<file path="src/rtl/input_debounce_sync.sv">
// Per-bit pad input synchroniser, debouncer and edge detector with a
// saturating count of accepted transitions across all bits.
`timescale 1ns/1ps
module input_debounce_sync #(
    parameter int unsigned WIDTH           = 4,
    parameter int unsigned SYNC_STAGES     = 2,
    parameter int unsigned DEBOUNCE_CYCLES = 4,
    parameter int unsigned EVT_W           = 8
) (
    input  logic             clk,
    input  logic             rst_n,
    input  logic [WIDTH-1:0] din,
    input  logic             evt_clr,
    output logic [WIDTH-1:0] dout,
    output logic [WIDTH-1:0] rise,
    output logic [WIDTH-1:0] fall,
    output logic [EVT_W-1:0] evt_count
);

    localparam int unsigned CNT_W = $clog2(DEBOUNCE_CYCLES) + 1;
    localparam int unsigned POP_W = $clog2(WIDTH + 1);
    localparam int unsigned SUM_W = EVT_W + POP_W;
    localparam logic [CNT_W-1:0] CNT_LAST = CNT_W'(DEBOUNCE_CYCLES - 1);
    localparam logic [SUM_W-1:0] EVT_MAX  = {{POP_W{1'b0}}, {EVT_W{1'b1}}};

    logic [SYNC_STAGES-1:0][WIDTH-1:0] sync_q, sync_d;
    logic [WIDTH-1:0][CNT_W-1:0]       cnt_q, cnt_d;
    logic [WIDTH-1:0]                  dout_q, dout_d;
    logic [WIDTH-1:0]                  rise_q, rise_d;
    logic [WIDTH-1:0]                  fall_q, fall_d;
    logic [EVT_W-1:0]                  evt_q, evt_d;
    logic [WIDTH-1:0]                  s_c;
    logic [POP_W-1:0]                  pop_c;
    logic [SUM_W-1:0]                  sum_c;

    // Synchroniser shift chain; s_c is the only consumer of din.
    always_comb begin
        sync_d = {sync_q[SYNC_STAGES-2:0], din};
        s_c    = sync_q[SYNC_STAGES-1];
    end

    // Debounce: a change is accepted after DEBOUNCE_CYCLES consecutive differing samples.
    always_comb begin
        cnt_d  = cnt_q;
        dout_d = dout_q;
        rise_d = '0;
        fall_d = '0;
        for (int unsigned b = 0; b < WIDTH; b++) begin
            if (s_c[b] == dout_q[b]) begin
                cnt_d[b] = '0;
            end else if (cnt_q[b] == CNT_LAST) begin
                cnt_d[b]  = '0;
                dout_d[b] = s_c[b];
                rise_d[b] = s_c[b];
                fall_d[b] = ~s_c[b];
            end else begin
                cnt_d[b] = cnt_q[b] + CNT_W'(1);
            end
        end
    end

    // Event counter: widened adder keeps the saturation compare exact; clear wins.
    always_comb begin
        pop_c = '0;
        for (int unsigned b = 0; b < WIDTH; b++) begin
            pop_c = pop_c + POP_W'(rise_d[b] | fall_d[b]);
        end
        sum_c = SUM_W'(evt_q) + SUM_W'(pop_c);
        evt_d = evt_q;
        if (evt_clr) begin
            evt_d = '0;
        end else if (sum_c > EVT_MAX) begin
            evt_d = EVT_W'(EVT_MAX);
        end else begin
            evt_d = EVT_W'(sum_c);
        end
    end

    always_ff @(posedge clk or negedge rst_n) begin
        if (!rst_n) begin
            sync_q <= '0;
            cnt_q  <= '0;
            dout_q <= '0;
            rise_q <= '0;
            fall_q <= '0;
            evt_q  <= '0;
        end else begin
            sync_q <= sync_d;
            cnt_q  <= cnt_d;
            dout_q <= dout_d;
            rise_q <= rise_d;
            fall_q <= fall_d;
            evt_q  <= evt_d;
        end
    end

    assign dout      = dout_q;
    assign rise      = rise_q;
    assign fall      = fall_q;
    assign evt_count = evt_q;

endmodule

</file>
<file path="config.mk">
export PLATFORM = sky130hd
export DESIGN_NAME = input_debounce_sync
export DESIGN_NICKNAME = d
export VERILOG_FILES = /design/src/rtl/input_debounce_sync.sv
export SDC_FILE = /design/constraint.sdc
export NUM_CORES = 1
export LEC_CHECK = 0
export ABC_AREA = 1
export BUFFER_PORTS_ARGS = -buffer_cell sky130_fd_sc_hd__buf_4
export CAP_MARGIN = 20
export CORE_MARGIN = 1.5
export CORE_UTILIZATION = 59
export DETAILED_ROUTE_END_ITERATION = 6
export GPL_TIMING_DRIVEN = 0
export PLACE_DENSITY = 0.83
export SYNTH_ARGS = -nofsm -noshare
export SYNTH_HDL_FRONTEND = slang
export SYNTH_SLANG_ARGS = --single-unit
export TNS_END_PERCENT = 5
</file>
<file path="constraint.sdc">
create_clock -name clk -period 5.17 [get_ports clk]
set_input_delay 0.2585 -clock clk [delete_from_list [all_inputs] [get_ports clk]]
set_output_delay 0.2585 -clock clk [all_outputs]
set_load 0.02 [all_outputs]
</file>
==> impl_metrics.tcl, run 1 <==
set metrics [dict create \
    cp-end-kind "register" \
    hold_depth 2 \
    layout-drive-gt1-share_pct 25.8 \
    slew_headroom_pct 68.3 \
    multi_input_area_sq_um 571 \
    dp_hpwl_um 1960 \
    finalSetupViolCount 0 \
    postCtsHoldBufs 2 \
    worst-endpoint-required_ns 5.41 \
    ys_top_cells_by_area "dfrtp_1 (61%), nand2_1 (5.0%), inv_1 (4.1%)" \
    synth.cell_area_sq_um 1650 \
    nets 200 \
    portBuffers 26 \
    slew_violations 0 \
    drt_iter0_drc 23 \
    viasPerCell 5.13 \
    grt_pass1_vias 1065 \
    rsz0062_at_grt "no" \
    reg2reg_depth 14 \
    setup_slack_ns 2.12 \
    synthDistinctLibCells 23 \
    critPathKind "register to register" \
    regArea_sq_um 1000 \
    antennaDiodeCount 0 \
    wl_per_cell_um 12.0 \
    hold_path_class "input pin to register" \
    grt_use_total_pct 19.4 \
    synthCells 147 \
    cts_inserted_buffers 5 \
    wirelength_um 2610 \
    dr.pass1.iters 4 \
    synth_top_area_cell "dfrtp_1" \
    outcome "finished, final reports clean" \
    vdd_ir_drop_max_v 0.000405 \
    worstHoldEndpoint "evt_count[1]$_DFF_PN0_" \
    hold_ws_ns 0.0973 \
    synth-seq-area-share_pct 60.5 \
    fin_cells 217 \
    clkLatencyLatePin_ns 0.35 \
    min-delay-start "evt_clr" \
    utilization_pct 74.3 \
    critical_path_arrival_ns 3.29 \
    critPathMaxFanout 6 \
    tightest_slew_ns 0.476 \
    cts_max_level 2 \
    dp_slack_ns 2.15 \
    hold_viol_final 0 \
    yosysTopAreaCellShare_pct 60.5 \
    ys.warnings.count 0 \
    synth_nets 162 \
    power.leakage_nw 1.01 \
    final_cell_mix "dfrtp_1 (40), buf_4 (26), nand2_1 (22)" \
    post_cts_buffers 0 \
    antenna_found_initial 0 \
    ioPinCount 27 \
    core-area_sq_um 2710 \
    cts_root_buf "clkbuf_4" \
    grt_pass1_wl_um 4650 \
    postRouteAntennaNets 0 \
    chipWidth_um 56.0 \
    p_per_area_nw_per_um2 413 \
    skew_ns 0.0160 \
    fp.dieArea_sq_um 3130 \
    tns_ns 0 \
    syn_avg_cell_area_sq_um 11.3 \
    max_freq_ghz 0.328 \
    fill_cells 183 \
    clk_pin_slew_worst_paths_ns 0.12 \
    grt_remaining_overflow 0 \
    fin_crit_ns 3.05 \
    startpoint_type "register" \
    vias 1113 \
    drc 0 \
    reg2reg_from "cnt_q[9]$_DFF_PN0_" \
    core.rowCount 19 \
    gp_congestion 0.796 \
    dp.cells 204 \
    clkSinkCount 40 \
    reg2reg_to "evt_count[3]$_DFF_PN0_" \
    cap_violations 0 \
    die_h_um 56.0 \
    ys_ff_latch 40 \
    ff2ff_setup_slack_ns 2.12 \
    finalCritPeriodShare_pct 59.0 \
    final_common_cell "dfrtp_1" \
    grt_max_degree 41 \
    start_util_pct 61.0 \
    cts_buffer_depth 2 \
    area_growth_pct 21.8 \
    cts_resized 0 \
    tritoncts "done" \
]
-- per-stage QoR --
step	cell area (sq um)	total power, mW
2_1_floorplan	1650	0.558
4_1_cts	1980	0.841
6_report	2010	0.833
3_3_place_gp	1890	0.622
5_1_grt	2010	0.887
3_5_place_dp	1890	0.642
-- per-layer routing --
metal | GRT usage (%) | routed length [um] | vias to the layer above | part of all wire (%)
met4 | 6.12 | 35 | 0 | 1.3
li1 | - | - | 543 | -
met1 | 25.5 | 1150 | 534 | 44
met5 | 0 | 0 | - | 0
met2 | 31.1 | 1270 | 33 | 48
met3 | 6.28 | 157 | 3 | 6.0
-- worst max path at each step --
stage                                   start                      to  slack [ns]
after global placement     cnt_q[9]$_DFF_PN0_  evt_count[3]$_DFF_PN0_        2.25
after CTS                  cnt_q[9]$_DFF_PN0_  evt_count[3]$_DFF_PN0_        2.12
after global routing       cnt_q[9]$_DFF_PN0_  evt_count[7]$_DFF_PN0_        1.92
after detailed placement   cnt_q[9]$_DFF_PN0_  evt_count[3]$_DFF_PN0_        2.15
final                      cnt_q[9]$_DFF_PN0_  evt_count[3]$_DFF_PN0_        2.12
after floorplan           dout[3]$_DFFE_PN0P_  evt_count[7]$_DFF_PN0_        2.34
-- state kept, by name, indices dropped and copies added, names as in the netlist --
register / count
cnt_q: 12
dout: 4
evt_count: 8
fall: 4
rise: 4
s_c: 4
sync_d: 4
-- logic make-up (layout without fill, tap and decap cells) --
group | count (synthesis) | in the layout | share of synthesized area, %
adder cells (fa/ha/maj) | 8 | 8 | 7.41
AND/OR/NAND/NOR | 63 | 63 | 20.7
AO/OA/AOI/OAI | 9 | 9 | 3.25
buffers and inverters | 22 | 61 | 4.99
XOR/XNOR | 5 | 5 | 3.10
flip-flops | 40 | 40 | 60.5
-- power by group --
part           switching [mW]  internal, mW
registers              0.0402         0.365
logic                   0.132        0.0986
clock network          0.0960         0.101
total                   0.268         0.565
-- cells in the mapped netlist, drive strengths merged --
cell and number:
nand3 8, ha 5, fa 3, nand2 24, xnor2 5, clkinv 1, nor3b 7, a21oi 5
o21bai 3, o22ai 1, inv 21, nor2 14, nor3 10, dfrtp 40
-- cell type report --
cell class | count | area share (%)
multi-input combinational | 85 | 28.3
inverter | 22 | 4.10
clock inverter | 2 | 1.74
clock buffer | 6 | 2.05
tap | 31 | 1.93
timing repair buffer | 31 | 12.2
sequential | 40 | 49.7
-- critical path, cell delays in order, from the launching register on --
cell and delay (ns):
dfrtp_1 0.37, ha_1 0.17, nand2_1 0.12, nor3b_2 0.24
nor2_1 0.09, fa_1 0.52, inv_1 0.06, fa_1 0.48
fa_1 0.45, nand2_2 0.12, nor2_4 0.06, nand3_4 0.09
nand3_1 0.07, nand2_1 0.07, inv_1 0.04
(Power assumes the default switching activity.)
==> run 2, diff against run 1 <==
--- a/config.mk
+++ b/config.mk
@@ -5,14 +5,14 @@
 export SDC_FILE = /design/constraint.sdc
 export NUM_CORES = 1
 export LEC_CHECK = 0
-export ABC_AREA = 1
+export ABC_AREA = 0
 export BUFFER_PORTS_ARGS = -buffer_cell sky130_fd_sc_hd__buf_4
 export CAP_MARGIN = 20
 export CORE_MARGIN = 1.5
-export CORE_UTILIZATION = 59
+export CORE_UTILIZATION = 54
 export DETAILED_ROUTE_END_ITERATION = 6
 export GPL_TIMING_DRIVEN = 0
-export PLACE_DENSITY = 0.83
+export PLACE_DENSITY = 0.77
 export SYNTH_ARGS = -nofsm -noshare
 export SYNTH_HDL_FRONTEND = slang
 export SYNTH_SLANG_ARGS = --single-unit
==> constraint.sdc (replaced) <==
create_clock -name clk -period 3 [get_ports clk]
set_input_delay 0.15 -clock clk [delete_from_list [all_inputs] [get_ports clk]]
set_output_delay 0.15 -clock clk [all_outputs]
set_load 0.02 [all_outputs]
==> impl_metrics.tcl, run 2 <==
set metrics [dict create \
    cts_buffer_depth 2 \
    total_power_mw 1.49 \
    dp.cells 181 \
    drt_iter0_drc 74 \
    synth.cell_area_sq_um 1630 \
    cp-end-kind "register" \
    skew_ns 0.00788 \
    core-area_sq_um 2810 \
    largest_register_ffs 12 \
    clkSinkCount 40 \
    slew_violations 0 \
    fp.dieArea_sq_um 3370 \
    core.rowCount 19 \
    reg2reg_from "cnt_q[3]$_DFF_PN0_" \
    dp_hpwl_um 1810 \
    synth-seq-area-share_pct 61.3 \
    reg2reg_to "evt_count[3]$_DFF_PN0_" \
    violations "DRC" \
    drc 2 \
    crit_chain "ha_2, nand2b_4, nand2b_1, fa_1, inv_1, fa_2, fa_2, and4_1, buf_4, a211oi_2, nor3_2" \
    ioPinCount 27 \
    worst-path-buf-inv 2 \
    wl_per_cell_um 13.5 \
    synth_edf_count 0 \
    postRouteAntennaNets 0 \
    min-delay-start "evt_clr" \
    hold_path_class "input pin to register" \
    critPathKind "register to register" \
    reg2reg_depth 11 \
    cpMostUsedCell "fa_2" \
    antennaDiodeCount 0 \
    synth_top_area_cell "dfrtp_1" \
    critical_path_arrival_ns 3.07 \
    outcome "complete, but fails checks" \
    critPathMaxFanout 6 \
    final_common_cell "dfrtp_1" \
    final_cell_mix "dfrtp_1 (39), buf_4 (30), nor3b_1 (9)" \
    clkLatencyLatePin_ns 0.34 \
    clk_pin_slew_worst_paths_ns 0.11 \
    cts_max_level 2 \
    portBuffers 25 \
    slowest_stage "fa_1" \
    finalCritPeriodShare_pct 94.5 \
    startpoint_type "register" \
    cp_slowest_stage_delay_ns 0.49 \
    synthCells 125 \
    worst-endpoint-required_ns 3.23 \
    grt_use_total_pct 18.2 \
    hold_viol_final 0 \
    tritoncts "done" \
    max_freq_ghz 0.353 \
    cts_inserted_buffers 5 \
    cts_root_buf "clkbuf_4" \
    vdd_ir_drop_max_v 0.000478 \
    synthDistinctLibCells 31 \
    grt_max_degree 41 \
    max_flop_register "cnt_q" \
    grt_pass1_wl_um 4440 \
    synth_most_common_cell "dfrtp_1" \
    nets 181 \
    finalSetupViolCount 0 \
    grt_remaining_overflow 0 \
    vias 1047 \
    worstHoldEndpoint "evt_count[0]$_DFF_PN0_" \
    viasPerCell 5.29 \
    ff2ff_setup_slack_ns 0.17 \
    ys.flop_type "dfrtp_1" \
    wirelength_um 2670 \
    cap_violations 0 \
    power.leakage_nw 1.02 \
    synth_common_cells "dfrtp_1 (40), nor3b_1 (9), nor2_1 (7), a21oi_1 (6), nor3_1 (6)" \
    area_growth_pct 26.5 \
    dr.pass1.iters 7 \
    layout-drive-gt1-share_pct 32.3 \
    antenna_found_initial 0 \
    gp_congestion 0.775 \
    tightest_slew_ns 0.475 \
    yosysTopAreaCellShare_pct 61.3 \
    rsz0062_at_grt "no" \
    synth_nets 140 \
    ys_top_cells_by_area "dfrtp_1 (61%), nor3b_1 (4.1%), ha_1 (3.8%)" \
    utilization_pct 73.7 \
    critical_path.top_delay_family "adder cells" \
    p_per_area_nw_per_um2 722 \
    fin_cells 198 \
    synth-async-reset-ratio_pct 100 \
    slew_headroom_pct 68.3 \
    die_h_um 58.0 \
    hold_depth 2 \
    chipWidth_um 58.0 \
    fin_crit_ns 2.83 \
    syn_avg_cell_area_sq_um 13.1 \
    start_util_pct 58.3 \
    ys.warnings.count 0 \
    ys_ff_latch 40 \
    grt_pass1_vias 960 \
]
==> run 2: worst reg2reg max path: cells and delay by family (launching register included) <==
kind                       cells  cell delay [ns]
AOI/OAI and AO/OA              1             0.20
adders and majority gates      4             1.48
buffers and inverters          2             0.21
DFF                            1             0.37
and+or+nand+nor                4             0.46
==> run 2: cell type report <==
class | count | area (sq um)
inverter | 5 | 18.8
clock inverter | 1 | 30.0
fill | 199 | 738
clock buffer | 7 | 65.1
buffer | 3 | 22.5
sequential | 40 | 1000
timing repair buffer | 34 | 268
multi-input combinational | 77 | 622
tap | 31 | 38.8
==> run 2: routing by layer <==
layer	GRT usage, %	wire length, um	up-vias
li1	-	-	515
met1	24.3	1170	499
met2	27.6	1310	26
met3	6.70	141	7
met4	6.98	38	0
met5	0	0	-
==> run 2: cells by family after synthesis <==
group	Yosys count	synth area share, %
muxes	4	2.76
xor gates and xnor gates	5	2.68
and+or+nand+nor	49	18.5
DFF	40	61.3
AOI/OAI and AO/OA	11	4.82
buffers and inverters	8	2.53
adders and majority gates	8	7.50
==> run 2: how the worst max path moves through the flow <==
stage                         from                      to  slack (ns)  depth (start not counted)
2_1_floorplan  dout[1]$_DFFE_PN0P_  evt_count[3]$_DFF_PN0_       0.008                         10
3_3_place_gp    cnt_q[9]$_DFF_PN0_  evt_count[3]$_DFF_PN0_       -0.12                         11
3_5_place_dp    cnt_q[9]$_DFF_PN0_  evt_count[3]$_DFF_PN0_       -0.17                         11
4_1_cts         cnt_q[3]$_DFF_PN0_  evt_count[3]$_DFF_PN0_       0.009                         11
5_1_grt         cnt_q[9]$_DFF_PN0_  evt_count[3]$_DFF_PN0_        0.03                         11
6_report        cnt_q[3]$_DFF_PN0_  evt_count[3]$_DFF_PN0_        0.17                         11
==> run 2: report_power, final <==
group          total, mW  internal (mW)  switching (mW)
Sequential         0.698          0.630          0.0673
Combinational      0.407          0.202           0.205
Clock              0.388          0.221           0.166
==> run 2: stage by stage <==
stage / setup slack (ns) / TNS (ns) / hold slack [ns] / area (sq um)
floorplan: 0.00849 / 0 / -0.146 / 1640
detailed placement: -0.171 / -0.557 / 0.147 / 1860
finish: 0.166 / 0 / 0.188 / 2070
CTS: 0.00909 / 0 / 0.183 / 2030
global route: 0.0250 / 0 / 0.222 / 2070
global placement: -0.123 / -0.274 / 0.138 / 1860
==> run 2: timing repair <==
action	in CTS	in global routing
buffers inserted	2	2
pin swaps	1	2
hold buffers	5	0
resized for setup	2	4
endpoints found under the hold margin	44	0
setup endpoints to repair	7	7
==> run 3, diff against run 2 <==
--- a/config.mk
+++ b/config.mk
@@ -11,7 +11,7 @@
 export CORE_MARGIN = 1.5
 export CORE_UTILIZATION = 54
 export DETAILED_ROUTE_END_ITERATION = 6
-export GPL_TIMING_DRIVEN = 0
+export GPL_TIMING_DRIVEN = 1
 export PLACE_DENSITY = 0.77
 export SYNTH_ARGS = -nofsm -noshare
 export SYNTH_HDL_FRONTEND = slang
==> impl_metrics.tcl, run 3 (same netlist as run 2, synthesis figures left out) <==
set metrics [dict create \
    hold_viol_final 0 \
    startpoint_type "register" \
    finalSetupViolCount 0 \
    die_h_um 58.0 \
    cap_violations 0 \
    multi_input_area_sq_um 609 \
    dp_slack_ns -0.0375 \
    layout-drive-gt1-share_pct 30.7 \
    worst-endpoint-required_ns 3.23 \
    dp.cells 182 \
    dp_hpwl_um 1910 \
    largest_register_ffs 12 \
    nets 180 \
    final_common_cell "dfrtp_1" \
    reg2reg_to "evt_count[3]$_DFF_PN0_" \
    cp_num_cells 10 \
    portBuffers 26 \
    vias 1064 \
    clkSinkCount 40 \
    power.leakage_nw 1.00 \
    critPathMaxFanout 6 \
    ff2ff_setup_slack_ns 0.12 \
    grt_max_degree 41 \
    slew_headroom_pct 68.2 \
    clk_pin_slew_worst_paths_ns 0.11 \
    fin_area_sq_um 2010 \
    clkLatencyLatePin_ns 0.34 \
    drt_iter0_drc 31 \
    fill_cells 213 \
    hold_ws_ns 0.0369 \
    placed_area_sq_um 1870 \
    wirelength_um 2700 \
    tritoncts "done" \
    dr.pass1.iters 6 \
    start_util_pct 58.3 \
    drc 0 \
    antennaDiodeCount 0 \
    fin_crit_ns 2.88 \
    fin_cells 197 \
    setup_slack_ns 0.121 \
    grt_use_total_pct 17.9 \
    grt_pass1_wl_um 4460 \
    vdd_ir_drop_max_v 0.000354 \
    postRouteAntennaNets 0 \
    gp_congestion 0.886 \
    cts_root_buf "clkbuf_4" \
    critical_path_arrival_ns 3.11 \
    worstHoldEndpoint "evt_count[7]$_DFF_PN0_" \
    ioPinCount 27 \
    min-delay-start "evt_clr" \
    final_cell_mix "dfrtp_1 (39), buf_4 (31), nor3b_1 (9)" \
    hold_depth 2 \
    core-area_sq_um 2810 \
    tightest_slew_ns 0.477 \
    max_freq_ghz 0.347 \
    area_growth_pct 23.2 \
    wl_per_cell_um 13.7 \
    cp-end-kind "register" \
    hold_path_class "input pin to register" \
    chipWidth_um 58.0 \
    antenna_found_initial 0 \
    reg2reg_depth 10 \
    outcome "finished, final reports clean" \
    fp.dieArea_sq_um 3370 \
    critPathKind "register to register" \
    slowest_stage "fa_1" \
    grt_pass1_vias 1048 \
    slew_violations 0 \
    p_per_area_nw_per_um2 681 \
    grt_remaining_overflow 0 \
    viasPerCell 5.40 \
    skew_ns 0.00804 \
    cts_buffer_depth 2 \
    cts_max_level 2 \
    max_flop_register "cnt_q" \
    regArea_sq_um 1000 \
    cts_inserted_buffers 5 \
    critical_path.top_delay_family "adder cells" \
    finalCritPeriodShare_pct 96.0 \
    reg2reg_from "cnt_q[9]$_DFF_PN0_" \
    core.rowCount 19 \
    crit_chain "ha_1, nand2b_1, nand2b_1, fa_1, inv_1, fa_1, fa_2, and4_1, a211oi_2, nor3_2" \
    worst-path-buf-inv 1 \
    cp_slowest_stage_delay_ns 0.51 \
]
[run 3: cell count changes in the layout (fill, tap and decap cells not counted), sizes merged]
cell    delta
buf        -1
bufinv     -1
clkbuf     -1
clkinv     +2
[run 3: timing repair]
item	4_1_cts	5_1_grt
hold buffers	5	0
endpoints found under the setup margin	3	3
hold endpoints to repair	44	0
pin swaps	0	2
gates cloned	0	0
gates resized for setup	2	1
buffers inserted	0	2
[run 3: worst max-delay path by stage]
stage / from / end / slack, ns
2_1_floorplan: dout[1]$_DFFE_PN0P_ / evt_count[3]$_DFF_PN0_ / 0.008
3_3_place_gp: dout[3]$_DFFE_PN0P_ / evt_count[3]$_DFF_PN0_ / 0.09
3_5_place_dp: dout[3]$_DFFE_PN0P_ / evt_count[3]$_DFF_PN0_ / -0.04
4_1_cts: dout[3]$_DFFE_PN0P_ / evt_count[3]$_DFF_PN0_ / 0.07
5_1_grt: cnt_q[9]$_DFF_PN0_ / evt_count[3]$_DFF_PN0_ / -0.007
6_report: cnt_q[9]$_DFF_PN0_ / evt_count[3]$_DFF_PN0_ / 0.12
[run 3: area by class of cell]
class                      count  share of cell area [%]
sequential                    40                    49.8
multi-input combinational     77                    30.3
timing repair buffer          36                    14.0
clock buffer                   6                    2.55
tap                           31                    1.93
inverter                       5                   0.932
clock inverter                 2                   0.497
[run 3: per-layer routing]
layer / vias up / global-route usage (%) / share of wire [%] / wire length, um
li1: 510 / - / - / -
met1: 518 / 20.8 / 43 / 1150
met2: 29 / 30.7 / 51 / 1370
met3: 7 / 6.03 / 4.8 / 129
met4: 0 / 6.98 / 2.0 / 54
met5: - / 0 / 0 / 0
[run 3: stage by stage]
stage               power, mW  utilization, %  setup TNS, ns
floorplan               0.937               -              0
global placement         1.07            66.6              0
detailed placement       1.09            66.6        -0.0375
CTS                      1.38            71.0              0
global route             1.46            71.8       -0.00674
finish                   1.37            71.8              0
[run 3: report_power, final]
group          internal, mW  switching [mW]  leakage (nW)
sequential            0.630          0.0650         0.522
clock                 0.112           0.162        0.0380
combinational         0.195           0.207         0.443
total                 0.937           0.434          1.00
